## src/rtl/riscv_ctrl_pkg.sv

```systemverilog
// Shared constants for the multicycle control sequencer: state codes,
// default widths and instruction field positions.
package riscv_ctrl_pkg;

    localparam int          DFLT_PC_W     = 16;
    localparam logic [15:0] DFLT_RESET_PC = 16'h0000;

    // Instruction field positions
    localparam int OPC_MSB    = 15;
    localparam int OPC_LSB    = 12;
    localparam int JMP_MSB    = 11;
    localparam int BR_OFF_MSB = 5;

    typedef enum logic [2:0] {
        S_IDLE   = 3'd0,
        S_FETCH  = 3'd1,
        S_DECODE = 3'd2,
        S_EXEC   = 3'd3,
        S_MEM    = 3'd4,
        S_WB     = 3'd5
    } state_e;

    localparam logic [2:0] ST_IDLE   = S_IDLE;
    localparam logic [2:0] ST_FETCH  = S_FETCH;
    localparam logic [2:0] ST_DECODE = S_DECODE;
    localparam logic [2:0] ST_EXEC   = S_EXEC;
    localparam logic [2:0] ST_MEM    = S_MEM;
    localparam logic [2:0] ST_WB     = S_WB;

endpackage

```

## src/rtl/pc_next_calc.sv

```systemverilog
// Combinational next-PC selection: sequential, PC-relative branch, or
// region-local jump. All arithmetic wraps modulo 2^PC_W.
module pc_next_calc
    import riscv_ctrl_pkg::*;
#(
    parameter int PC_W = DFLT_PC_W
) (
    input  logic [PC_W-1:0]    pc,
    input  logic [JMP_MSB:0]   ir_imm,
    input  logic               jump,
    input  logic               beq,
    input  logic               bne,
    input  logic               zero,
    output logic [PC_W-1:0]    next_pc
);

    logic [PC_W-1:0] pc_plus2;
    logic [PC_W-1:0] br_off;
    logic            taken;

    assign pc_plus2 = pc + PC_W'(2);
    // sext(ir[5:0]) << 1; the dropped top bit is only a sign copy
    assign br_off   = {{(PC_W-BR_OFF_MSB-1){ir_imm[BR_OFF_MSB]}}, ir_imm[BR_OFF_MSB-1:0], 1'b0};
    assign taken    = (beq & zero) | (bne & ~zero);

    always_comb begin
        next_pc = pc_plus2;
        if (jump)
            next_pc = {pc_plus2[PC_W-1:JMP_MSB+2], ir_imm, 1'b0};
        else if (taken)
            next_pc = pc_plus2 + br_off;
    end

endmodule

```

## src/rtl/multicycle_sequencer.sv

```systemverilog
// Multicycle FETCH/DECODE/EXEC/MEM/WB control FSM with PC, instruction
// register and retired-instruction counter.
module multicycle_sequencer
    import riscv_ctrl_pkg::*;
#(
    parameter int              PC_W     = DFLT_PC_W,
    parameter logic [PC_W-1:0] RESET_PC = PC_W'(DFLT_RESET_PC)
) (
    input  logic            clk,
    input  logic            rst_n,
    input  logic            start,
    input  logic            halt_req,
    input  logic [PC_W-1:0] instruction,
    input  logic            jump,
    input  logic            beq,
    input  logic            bne,
    input  logic            mem_read,
    input  logic            mem_write,
    input  logic            reg_write,
    input  logic            zero,
    output logic [PC_W-1:0] pc,
    output logic [PC_W-1:0] ir,
    output logic [3:0]      opcode,
    output logic            reg_write_en,
    output logic            mem_read_en,
    output logic            mem_write_en,
    output logic [2:0]      state,
    output logic            busy,
    output logic [PC_W-1:0] instr_count
);

    logic [2:0]      state_nx;
    logic            retire;
    logic [PC_W-1:0] next_pc;
    // Memory direction captured in EXEC so MEM strobes depend on state alone
    logic            mem_rd_q;
    logic            mem_wr_q;

    pc_next_calc #(.PC_W(PC_W)) u_pc_next (
        .pc      (pc),
        .ir_imm  (ir[JMP_MSB:0]),
        .jump    (jump),
        .beq     (beq),
        .bne     (bne),
        .zero    (zero),
        .next_pc (next_pc)
    );

    always_comb begin
        state_nx = ST_IDLE;
        retire   = 1'b0;
        case (state)
            ST_IDLE:   state_nx = start ? ST_FETCH : ST_IDLE;
            ST_FETCH:  state_nx = ST_DECODE;
            ST_DECODE: state_nx = ST_EXEC;
            ST_EXEC: begin
                if (mem_read | mem_write) state_nx = ST_MEM;
                else if (reg_write)       state_nx = ST_WB;
                else                      retire   = 1'b1;
            end
            ST_MEM: begin
                if (mem_rd_q) state_nx = ST_WB;
                else          retire   = 1'b1;
            end
            ST_WB:     retire   = 1'b1;
            default:   state_nx = ST_IDLE;
        endcase
        if (retire)
            state_nx = halt_req ? ST_IDLE : ST_FETCH;
    end

    always_ff @(posedge clk or negedge rst_n) begin
        if (!rst_n) begin
            state       <= ST_IDLE;
            pc          <= RESET_PC;
            ir          <= '0;
            instr_count <= '0;
            mem_rd_q    <= 1'b0;
            mem_wr_q    <= 1'b0;
        end else begin
            state <= state_nx;
            if (state == ST_FETCH)
                ir <= instruction;
            if (state == ST_EXEC) begin
                pc       <= next_pc;
                mem_rd_q <= mem_read;
                mem_wr_q <= mem_write & ~mem_read;
            end
            if (retire)
                instr_count <= instr_count + PC_W'(1);
        end
    end

    assign opcode       = ir[OPC_MSB:OPC_LSB];
    assign busy         = (state != ST_IDLE);
    assign mem_read_en  = (state == ST_MEM) & mem_rd_q;
    assign mem_write_en = (state == ST_MEM) & mem_wr_q;
    assign reg_write_en = (state == ST_WB);

endmodule

```

## config.mk

```make
export PLATFORM = sky130hd
export DESIGN_NAME = multicycle_sequencer
export DESIGN_NICKNAME = d
export VERILOG_FILES = /design/src/rtl/riscv_ctrl_pkg.sv /design/src/rtl/pc_next_calc.sv /design/src/rtl/multicycle_sequencer.sv
export SDC_FILE = /design/constraint.sdc
export NUM_CORES = 1
export LEC_CHECK = 0
export BUFFER_PORTS_ARGS = -buffer_cell sky130_fd_sc_hd__buf_2
export CAP_MARGIN = 30
export CORE_MARGIN = 10
export CORE_UTILIZATION = 49
export DETAILED_ROUTE_END_ITERATION = 10
export HOLD_SLACK_MARGIN = 0.06
export PLACE_DENSITY = 0.81
export SLEW_MARGIN = 30
export SYNTH_ARGS = -nofsm -noshare
export SYNTH_HDL_FRONTEND = slang
export SYNTH_SLANG_ARGS = --single-unit
```

## constraint.sdc

```tcl
create_clock -name clk -period 2.3 [get_ports clk]
set_input_delay 0.23 -clock clk [delete_from_list [all_inputs] [get_ports clk]]
set_output_delay 0.23 -clock clk [all_outputs]
set_load 0.05 [all_outputs]
```

Word level (Yosys, flattened, before mapping)

Cells that the tools add are included.
W data, S select, Z words.

Bits in registers: 53
Bits in latches: 0
Memory bits (writable): 0
Bits in read-only memories: 0
Input port bits: 27
Output and inout bits: 59
Logic and storage cells: 38
Memories: 0

Add/sub/neg operators: 3
Multipliers: 0
Div/mod/pow operators: 0
Magnitude comparators: 0
Eq/ne operators: 5
Shift operators: 0
Multiplexer cells: 13
Bitwise gates (word level): 9
Reduce and logical (&&, ||, !) cells: 2

Operators by type and width:

| kind                    | count |
|---|---|
| $mux W16                | 2 |
| $add A16 B1 Y16 const B | 1 |
| $add A16 B16 Y16        | 1 |
| $add A16 B2 Y16 const B | 1 |
| $pmux W3 S5             | 1 |
| $mux W3                 | 4 |
| $eq A3 B2 Y1 const B    | 2 |
| $eq A3 B3 Y1 const B    | 2 |
| $and A1 B1 Y1           | 5 |
| $mux W1                 | 5 |
| $eq A3 B1 Y1 const B    | 1 |
| $logic_not A3 Y1        | 1 |
| $pmux W1 S3             | 1 |
| $reduce_bool A3 Y1      | 1 |
| $not A1 Y1              | 2 |
| $or A1 B1 Y1            | 2 |

Depth between registers and ports, before layout

Gate-level depths: netlist of the first run.

Depth after elaboration: 5
Mapped depth: 12
Mapped depth without buffers: 11

Cells and area by module

From an unflattened synthesis of the first run, not the netlist that was laid out.

Cell total of the unflattened synthesis: 378
Area total of the unflattened synthesis: 3560.9 sq um

By module, submodules not included:

| module               | times used | cells each | area each (sq um) | seq. area each (sq um) |
|---|---|---|---|---|
| multicycle_sequencer | 1          | 208        | 2334.7            | 1326.3 |
| pc_next_calc         | 1          | 170        | 1226.2            | 0.0 |

Worst setup path after synthesis of the first run

OpenSTA, ideal clock, no wires.

Kind: register -> register
Start point: reg pc[3]
End point: reg pc[15]
Setup time: 0.138 ns
Data arrival time: 2.863 ns
Required time: 2.162 ns
Slack: -0.701 ns
Stages on the path, launching flop included: 11
Path buffers: 1
Clock period less this slack: 3.001 ns
Cells stage by stage: dfrtp_1 -> buf_2 -> nand4_2 -> nor4_1 -> xnor2_1 -> ha_1 -> a21oi_1 -> o21ai_0 -> o41ai_1 -> a41o_1 -> nand4_1

Word-level cells in the longest chain between the ends: 4

Ends and longest elaborated chain:

| what                     | line                       | text |
|---|---|---|
| start: declaration       | multicycle_sequencer.sv:21 | `output logic [PC_W-1:0] pc,` |
| start signal: assignment | multicycle_sequencer.sv:85 | `pc <= next_pc;` |
| $add A16 B2 Y16 *        | pc_next_calc.sv:21         | `assign pc_plus2 = pc + PC_W'(2);` |
| $add A16 B16 Y16         | pc_next_calc.sv:31         | `next_pc = pc_plus2 + br_off;` |
| $mux W16                 | pc_next_calc.sv:30         | `else if (taken)` |
| $mux W16 *               | pc_next_calc.sv:28         | `if (jump)` |

Mark *: on every way between the ends. The rest lies on a longest branch, timed or not.
A chain may end at the register's enable or synchronous reset.

Final worst setup path of the first run

Start point: reg pc[2]
End point: reg pc[14]

The elaborated chain is that of the path after synthesis.

==> out/summary.txt, run 1 <==
Worst EP required: 2.52 ns
I/O pin cnt: 86
Syn Area/Cell: 9.08 µm²
largest net degree at the start of global routing: 31
outcome: finished with violations
clock root cell: clkbuf_8
sequential share of the synthesized area: 0.375
failing checks: setup timing
WL/cell: 19.7 µm
Most used DFF post-synth: dfrtp_1
fin crit share: 1.17
most frequent cells in the layout: buf_2, buf_4, dfrtp_1, nand2_1, nor2_1
Synth Instances: 382
HP Class: input port to register
RePlAce Congestion: 0.948
Vias: 3,736
register area: 1320 µm²
met3 Track Usage GR: 0.0384
cell family with most CP delay: compound AO/OA/AOI/OAI gates
clk_skew: 0.0118 ns
Yosys warning count: 0
Final nets: 574
First-pass DRT Iterations: 5
FP Rows: 30
max frequency: 0.371 GHz
Num CTS Buffers: 5
Slew Viols, Final: 0
Synth area leaders: dfrtp_1, ha_1, mux2_2, xnor2_1, nand2_1
final wirelength: 12,200 µm
Critical Path Sink Type: register
CTS Sinks: 52
RSZ-0062 raised after global routing: yes
Synth cell types: 58
area leader, netlist: dfrtp_1
clk buf depth: 2
Starting Density: 0.508
Post-DP HPWL: 8170 µm
kind of critical path: register to register
syn nets: 430
arrival time at the worst endpoint: 2.91 ns
Die Wd: 104 µm
post-route antenna net violation count: 0
Fin Hold WS: 0.108 ns
Clock transition at path regs: 0.12 ns
max cap viols: 0
commonest non-fill, non-tap cell in the layout: buf_2
port bufs: 84
layout cells sized above 1: 0.482
clk_lat worst skew: 0.32 ns
Final setup viols: 11
Multi-input gate area: 2380 µm²
fillers: 463
CTS H-tree lvls: 2
synthesized area: 3470 µm²
Final min period: 2.69 ns
Slew @ Worst Pin: 0.739 ns
FF+latch count, synth: 52
Crit-path slowest cell: dfrtp_2
Worst path most repeated cell: a31o_2
GR Util met1: 0.227
post-synth top area share: 0.375
Die Area: 10,800 µm²
vias per cell: 6.00
Critical path buffers and inverters: 0
Async SR Flop Fraction: 1.00
core area: 6830 µm²
Final Hold Fails: 0
CP startpoint kind: register
vias in the first global route: 3,677
met2 Use GR: 0.333
TritonCTS clock tree: yes
GRT overflow: 0
critical path cell sequence: ha_4 -> nand4_1 -> nor4_2 -> xor2_1 -> ha_1 -> nand2_1 -> a22o_1 -> a31o_2 -> xnor2_2 -> a31o_2
Area growth syn-to-layout: 43.6%
slowest stage delay, CP: 0.47 ns
EDFF count, synth: 0
worst setup margin: -0.394 ns
Slew Limit Headroom: 0.506
Top Usage Layer GRT: met2
initial DRC count: 517
CP Max Fanout: 6
Die H: 104 µm
drt drc: 0
first-pass GRT wire length: 17,700 µm
Total GRT Usage: 0.194
initial antenna violation count: 0
Antenna Cells: 0
==> kinds of logic (layout without fill, tap and decap cells) <==
| family | after synthesis | after routing | share of synthesized area |
|---|---|---|---|
| buffers and inverters | 36 | 181 | 0.0469 |
| AND/OR/NAND/NOR | 140 | 140 | 0.202 |
| adder cells (fa/ha/maj) | 21 | 21 | 0.0779 |
| AO/OA/AOI/OAI | 83 | 83 | 0.162 |
| XOR/XNOR | 32 | 32 | 0.0808 |
| other | 1 | 1 | 0.00108 |
| flip-flops | 52 | 52 | 0.375 |
| multiplexers | 17 | 17 | 0.0545 |
==> worst paths after layout <==
path,cells past startpoint,from,endpoint,slack (ns)
worst max-delay path,10,pc[2]$_DFFE_PN0P_,pc[14]$_DFFE_PN0P_,-0.39
worst min-delay path,3,instruction[11],ir[11]$_DFFE_PN0P_,0.11
worst max register to register,10,pc[2]$_DFFE_PN0P_,pc[14]$_DFFE_PN0P_,-0.39
worst min register to register,1,instr_count[15]$_DFFE_PN0P_,instr_count[15]$_DFFE_PN0P_,0.48
max in group asynchronous,3,rst_n,state[1]$_DFF_PN0_,1.34
min in group asynchronous,2,rst_n,pc[2]$_DFFE_PN0P_,0.28
==> registers in the layout, summed over array words and instances, names as in the netlist <==
name	flops
instr_count	16
ir	16
mem_rd_q	1
mem_wr_q	1
pc	15
state	3
==> layer usage <==
metal  vias to the layer above  wire, µm  share of wire
li1                       1668         -              -
met1                      1793      4730           0.39
met2                       233      6040           0.49
met3                        42      1050          0.086
met4                         0       429          0.035
met5                         -         0              0
==> final cells by class <==
cell class | instances | area share
Timing Repair Buffer | 160 | 0.204
Sequential cell | 52 | 0.265
Clock inverter | 3 | 0.00552
Multi-Input combinational cell | 294 | 0.478
Inverter | 13 | 0.0103
Tap cell | 96 | 0.0241
Clock buffer | 5 | 0.0138
==> what timing repair did <==
| action | 4_1_cts | 5_1_grt |
|---|---|---|
| endpoints found under the hold margin | 22 | 0 |
| hold buffers | 1 | 0 |
| setup endpoints to repair | 11 | 12 |
| buffers inserted | 6 | 10 |
| resized for setup | 16 | 41 |
| pin swaps | 16 | 26 |
==> stage by stage <==
step           setup WS, ns  area (µm²)   util  TNS (ns)  std cells
6_report             -0.394        4980  0.729     -2.61        623
5_1_grt              -0.443        4980  0.729     -3.42        623
4_1_cts              -0.219        4690  0.686     -1.60        615
3_5_place_dp         -0.282        4470  0.655     -2.07        600
3_3_place_gp         -0.202        4470  0.655     -1.41        600
2_1_floorplan        -0.314        3590      -     -1.60        382
==> cell usage after synthesis, types with 2 or more instances <==
| cell type | instances |
|---|---|
| ha_1 | 20 |
| o211ai_1 | 3 |
| o2111ai_1 | 2 |
| mux2_2 | 15 |
| and4_1 | 3 |
| a21oi_1 | 20 |
| nand2_1 | 41 |
| clkbuf_1 | 15 |
| nor2b_1 | 3 |
| o21ai_0 | 18 |
| a31oi_1 | 3 |
| inv_1 | 13 |
| nor4_1 | 3 |
| and3_1 | 5 |
| a211o_1 | 3 |
| nand3b_1 | 4 |
| a31o_2 | 2 |
| o41ai_1 | 2 |
| mux2i_1 | 2 |
| nand3_1 | 18 |
| a22o_1 | 2 |
| nand4_1 | 13 |
| a22oi_1 | 2 |
| a21o_1 | 6 |
| buf_4 | 5 |
| dfrtp_1 | 52 |
| xnor2_1 | 19 |
| xor2_1 | 13 |
| o21a_1 | 4 |
| a211oi_1 | 5 |
| nor2_1 | 27 |
| nand2b_1 | 2 |
| nor3_1 | 12 |
==> worst min-delay path, stage by stage <==
cell and delay [ns]:
buf_2 0.08, nand2_1 0.03, o21ai_0 0.06
Power of run 1 is not shown: default switching activity piles up to over one toggle a cycle in this logic, so the estimate is an artifact.
==> inputs of run 2 (changes only) <==
--- a/config.mk
+++ b/config.mk
@@ -8,10 +8,10 @@
 export BUFFER_PORTS_ARGS = -buffer_cell sky130_fd_sc_hd__buf_2
 export CAP_MARGIN = 30
 export CORE_MARGIN = 10
-export CORE_UTILIZATION = 49
+export CORE_UTILIZATION = 35
 export DETAILED_ROUTE_END_ITERATION = 10
 export HOLD_SLACK_MARGIN = 0.06
-export PLACE_DENSITY = 0.81
+export PLACE_DENSITY = 0.62
 export SLEW_MARGIN = 30
 export SYNTH_ARGS = -nofsm -noshare
 export SYNTH_HDL_FRONTEND = slang
==> run 2 against run 1 <==
Net effect: the run still ends with setup timing left; largest cell class unchanged; core utilization decreased by 22 points; critical endpoint is now pc[9]$_DFFE_PN0P_; critical path type unchanged; clock skew decreased by 0.0016 ns; routed wire length decreased by 10%; sequential share of layout area increased by 0.33 points.
==> out/summary.txt, run 2 (same netlist as run 1, synthesis figures left out) <==
arrival time at the worst endpoint: 2.81 ns
Vias: 3,414
vias in the first global route: 3,512
Final setup viols: 9
Starting Density: 0.357
HP Class: input port to register
Multi-input gate area: 2260 µm²
post-route antenna net violation count: 0
kind of critical path: register to register
Worst EP required: 2.55 ns
commonest non-fill, non-tap cell in the layout: buf_2
Post-DP HPWL: 8300 µm
WL/cell: 16.6 µm
initial antenna violation count: 0
register area: 1320 µm²
Finished Layout Cells: 662
drt drc: 0
First-pass DRT Iterations: 5
CP Max Fanout: 7
Placed Cells incl. Taps: 640
Die Wd: 120 µm
Layout Utilization: 0.506
CTS H-tree lvls: 2
Static Leak: 2.32 nW
vias per cell: 5.16
fin crit share: 1.11
Critical Path Sink Type: register
first-pass GRT wire length: 17,900 µm
Num CTS Buffers: 5
outcome: finished with violations
Slew @ Worst Pin: 0.608 ns
port bufs: 84
slowest stage delay, CP: 0.54 ns
Crit-path slowest cell: dfrtp_4
Slew Viols, Final: 0
Die H: 120 µm
Final min period: 2.56 ns
Worst R2R Setup Slack: -0.26 ns
largest net degree at the start of global routing: 29
RSZ-0062 raised after global routing: yes
CTS Sinks: 52
fillers: 915
Area growth syn-to-layout: 42.0%
clk buf depth: 2
RePlAce Congestion: 0.896
Antenna Cells: 0
TritonCTS clock tree: yes
Final nets: 576
max frequency: 0.391 GHz
critical path cell sequence: ha_4 -> xor2_1 -> ha_1 -> nor2b_4 -> o31a_1 -> buf_6 -> o21ai_2 -> xor2_1 -> a211o_1 -> a21oi_1
biggest regs: instr_count x16, ir x16, pc x15
max cap viols: 0
Overall Power: 8.70 mW
final wirelength: 11,000 µm
I/O pin cnt: 86
clock root cell: clkbuf_8
clk_skew: 0.0102 ns
Max VDD drop: 927 µV
most frequent cells in the layout: buf_2, buf_4, nand2_1, dfrtp_1, nor2_1
worst setup margin: -0.256 ns
FP Rows: 36
Die Area: 14,300 µm²
Final Hold Fails: 0
core area: 9730 µm²
pwr dens: 1770 nW/µm²
clk_lat worst skew: 0.32 ns
Clock transition at path regs: 0.11 ns
failing checks: setup timing
CP startpoint kind: register
Total GRT Usage: 0.149
GRT overflow: 0
initial DRC count: 196
layout cells sized above 1: 0.454
Worst path most repeated cell: xor2_1
Slew Limit Headroom: 0.594
[run 2: worst max-delay path: cells and delay by family, from the launching register on]
family / cells / cell delay [ns]
DFF: 1 / 0.54
and+or+nand+nor: 1 / 0.13
adders and majority gates: 2 / 0.50
xor gates and xnor gates: 2 / 0.26
buffers and inverters: 1 / 0.15
AOI/OAI and AO/OA: 4 / 0.88
[run 2: layout make-up]
type,count,share of cell area
Tap cell,133,0.0338
Inverter,13,0.00991
Clock buffer,5,0.0140
Timing Repair Buffer,162,0.209
Multi-Input combinational cell,294,0.459
Sequential cell,52,0.268
Clock inverter,3,0.00686
[run 2: power by group]
group          leakage [nW]  switching [mW]  internal, mW
clock network        0.0515           0.362         0.230
registers             0.622           0.441          1.28
logic                  1.64            3.70          2.69
[run 2: final timing paths]
path	from	endpoint	cells past startpoint
worst max-delay path	pc[1]$_DFFE_PN0P_	pc[9]$_DFFE_PN0P_	10
worst min-delay path	instruction[5]	ir[5]$_DFFE_PN0P_	3
worst max register to register	pc[1]$_DFFE_PN0P_	pc[9]$_DFFE_PN0P_	10
worst min register to register	instr_count[15]$_DFFE_PN0P_	instr_count[15]$_DFFE_PN0P_	1
max in group asynchronous	rst_n	pc[1]$_DFFE_PN0P_	3
min in group asynchronous	rst_n	instr_count[1]$_DFFE_PN0P_	2
[run 2: per-layer routing]
layer	track usage	part of all wire
met2	0.240	0.46
met3	0.0413	0.075
met4	0.0452	0.020
met5	0	0
met1	0.191	0.44
[run 2: what timing repair did]
item	CTS	global route
setup buffers	6	7
hold buffers	1	0
cloned	0	0
resized for setup	14	18
hold endpoints to repair	24	0
endpoints found under the setup margin	11	11
pin swaps	24	12
[run 2: through the flow]
stage,hold WS (ns),worst slack [ns],TNS (ns),instance area (µm²)
final,0.110,-0.256,-1.66,4930
after CTS,0.107,-0.219,-1.56,4770
after global routing,0.112,-0.358,-2.72,4930
after detailed placement,0.284,-0.290,-1.82,4550
after global placement,0.278,-0.252,-1.45,4550
after floorplan,-0.0656,-0.314,-1.60,3590
No activity file was read; power rests on OpenSTA's default activity.
==> inputs of run 3 (changes only) <==
--- a/config.mk
+++ b/config.mk
@@ -9,6 +9,7 @@
 export CAP_MARGIN = 30
 export CORE_MARGIN = 10
 export CORE_UTILIZATION = 35
+export CTS_BUF_LIST = sky130_fd_sc_hd__clkbuf_2
 export DETAILED_ROUTE_END_ITERATION = 10
 export HOLD_SLACK_MARGIN = 0.06
 export PLACE_DENSITY = 0.62
==> run 3 against run 2 <==
Net effect: the flow still finishes with violations (setup timing); global-route usage is 0.48 points higher; clock power is 24% lower; sequential share of layout area is 1.6 points lower; sequential power hardly changed; final cell count is 3.9% higher; critical path depth is 2 higher.
==> out/summary.txt, run 3 (same netlist as run 1, synthesis figures left out) <==
outcome: finished with violations
failing checks: setup timing
port bufs: 84
Final Hold Fails: 0
Post-DP HPWL: 8300 µm
Total GRT Usage: 0.154
HP Class: input port to register
Num CTS Buffers: 5
Final setup viols: 10
Clock transition at path regs: 0.32 ns
Antenna Cells: 0
clk buf depth: 2
R2R depth: 12
vias per cell: 5.16
drt drc: 0
kind of critical path: register to register
Die Wd: 120 µm
hold endpoint: state[0]$_DFF_PN0_
RSZ-0062 raised after global routing: yes
Worst Hold Path Cells: 5
Starting Density: 0.357
Final min period: 2.63 ns
commonest non-fill, non-tap cell in the layout: buf_2
cell family with most CP delay: compound AO/OA/AOI/OAI gates
Critical path buffers and inverters: 2
Worst R2R Setup Slack: -0.33 ns
vias in the first global route: 3,678
Layout Utilization: 0.538
RePlAce Congestion: 0.896
clock root cell: clkbuf_2
met3 Track Usage GR: 0.0394
GR Util met1: 0.193
Die Area: 14,300 µm²
slowest stage delay, CP: 0.49 ns
Slew @ Worst Pin: 0.621 ns
fillers: 867
Fin Hold WS: 0.164 ns
clk_skew: 0.0171 ns
worst setup margin: -0.330 ns
final wirelength: 11,400 µm
CTS H-tree lvls: 2
CP startpoint kind: register
CP Max Fanout: 4
Top Usage Layer GRT: met2
biggest regs: instr_count x16, ir x16, pc x15
WL/cell: 16.5 µm
most frequent cells in the layout: buf_2, buf_4, nand2_1, dfrtp_1, nor2_1
Final TNS setup: -2.08 ns
largest net degree at the start of global routing: 29
Slew Limit Headroom: 0.586
Crit-path slowest cell: dfrtp_2
first-pass GRT wire length: 18,500 µm
Overall Power: 8.83 mW
TritonCTS clock tree: yes
pwr dens: 1690 nW/µm²
post-route antenna net violation count: 0
First-pass DRT Iterations: 4
FP Rows: 36
max frequency: 0.380 GHz
Finished Layout Cells: 688
Reg-to-Reg End: pc[9]$_DFFE_PN0P_
met2 Use GR: 0.254
I/O pin cnt: 86
Worst path most repeated cell: xor2_1
core area: 9730 µm²
Placed Cells incl. Taps: 640
initial DRC count: 185
Slew Viols, Final: 0
Die H: 120 µm
Critical Path Sink Type: register
Static Leak: 2.46 nW
Vias: 3,550
clk_lat worst skew: 0.47 ns
Final nets: 602
reg2reg start: pc[5]$_DFFE_PN0P_
layout cells sized above 1: 0.461
CTS Sinks: 52
pre-CTS setup slack: -0.290 ns
dpl cell area: 4550 µm²
fin crit share: 1.14
Worst EP required: 2.72 ns
Max VDD drop: 887 µV
Worst Setup SP: pc[5]$_DFFE_PN0P_
final instance area: 5230 µm²
arrival time at the worst endpoint: 3.05 ns
GRT overflow: 0
max cap viols: 0
min-delay src: start
Area growth syn-to-layout: 50.8%
initial antenna violation count: 0
critical path cell sequence: buf_6 -> nand3_4 -> nor2_4 -> buf_4 -> xor2_1 -> ha_1 -> o211ai_1 -> nand2_1 -> o21ai_2 -> xor2_1 -> a211o_1 -> a21oi_1
## run 3: tightest hold or removal path: stages
cell	delay, ns
buf_2	0.09
nor2_1	0.04
nor3_1	0.13
a31oi_1	0.06
o41ai_1	0.06
## run 3: where the power goes
part / switching [mW] / internal [mW] / leakage, nW
combinational: 3.85 / 2.82 / 1.80
clock: 0.355 / 0.0926 / 0.0363
sequential: 0.435 / 1.28 / 0.622
## run 3: area by class of cell
| cell class | instances | area (µm²) | area share |
|---|---|---|---|
| inverter | 13 | 48.8 | 0.00933 |
| clock buffer | 5 | 25.0 | 0.00478 |
| multi-input combinational | 294 | 2330 | 0.446 |
| tap | 133 | 166 | 0.0318 |
| sequential | 52 | 1320 | 0.252 |
| timing repair buffer | 188 | 1300 | 0.249 |
| clock inverter | 3 | 33.8 | 0.00646 |
## run 3: worst max path at each step
stage                    endpoint  cells after the start
2_1_floorplan  pc[15]$_DFFE_PN0P_                     11
3_3_place_gp   pc[14]$_DFFE_PN0P_                     10
3_5_place_dp   pc[15]$_DFFE_PN0P_                     10
4_1_cts        pc[15]$_DFFE_PN0P_                     11
5_1_grt        pc[15]$_DFFE_PN0P_                     12
6_report        pc[9]$_DFFE_PN0P_                     12
## run 3: repair_timing
| action | in CTS | in global routing |
|---|---|---|
| hold endpoints to repair | 43 | 0 |
| hold buffers | 21 | 0 |
| pin swaps | 32 | 17 |
| setup endpoints to repair | 11 | 11 |
| setup buffers | 12 | 7 |
| gates resized for setup | 34 | 21 |
| gates cloned | 0 | 0 |
## run 3: layer usage
layer  wire length [µm]  up-vias
met5                  0        -
met2               5370      134
met1               4960     1672
met4                207        0
li1                   -     1728
met3                818       16
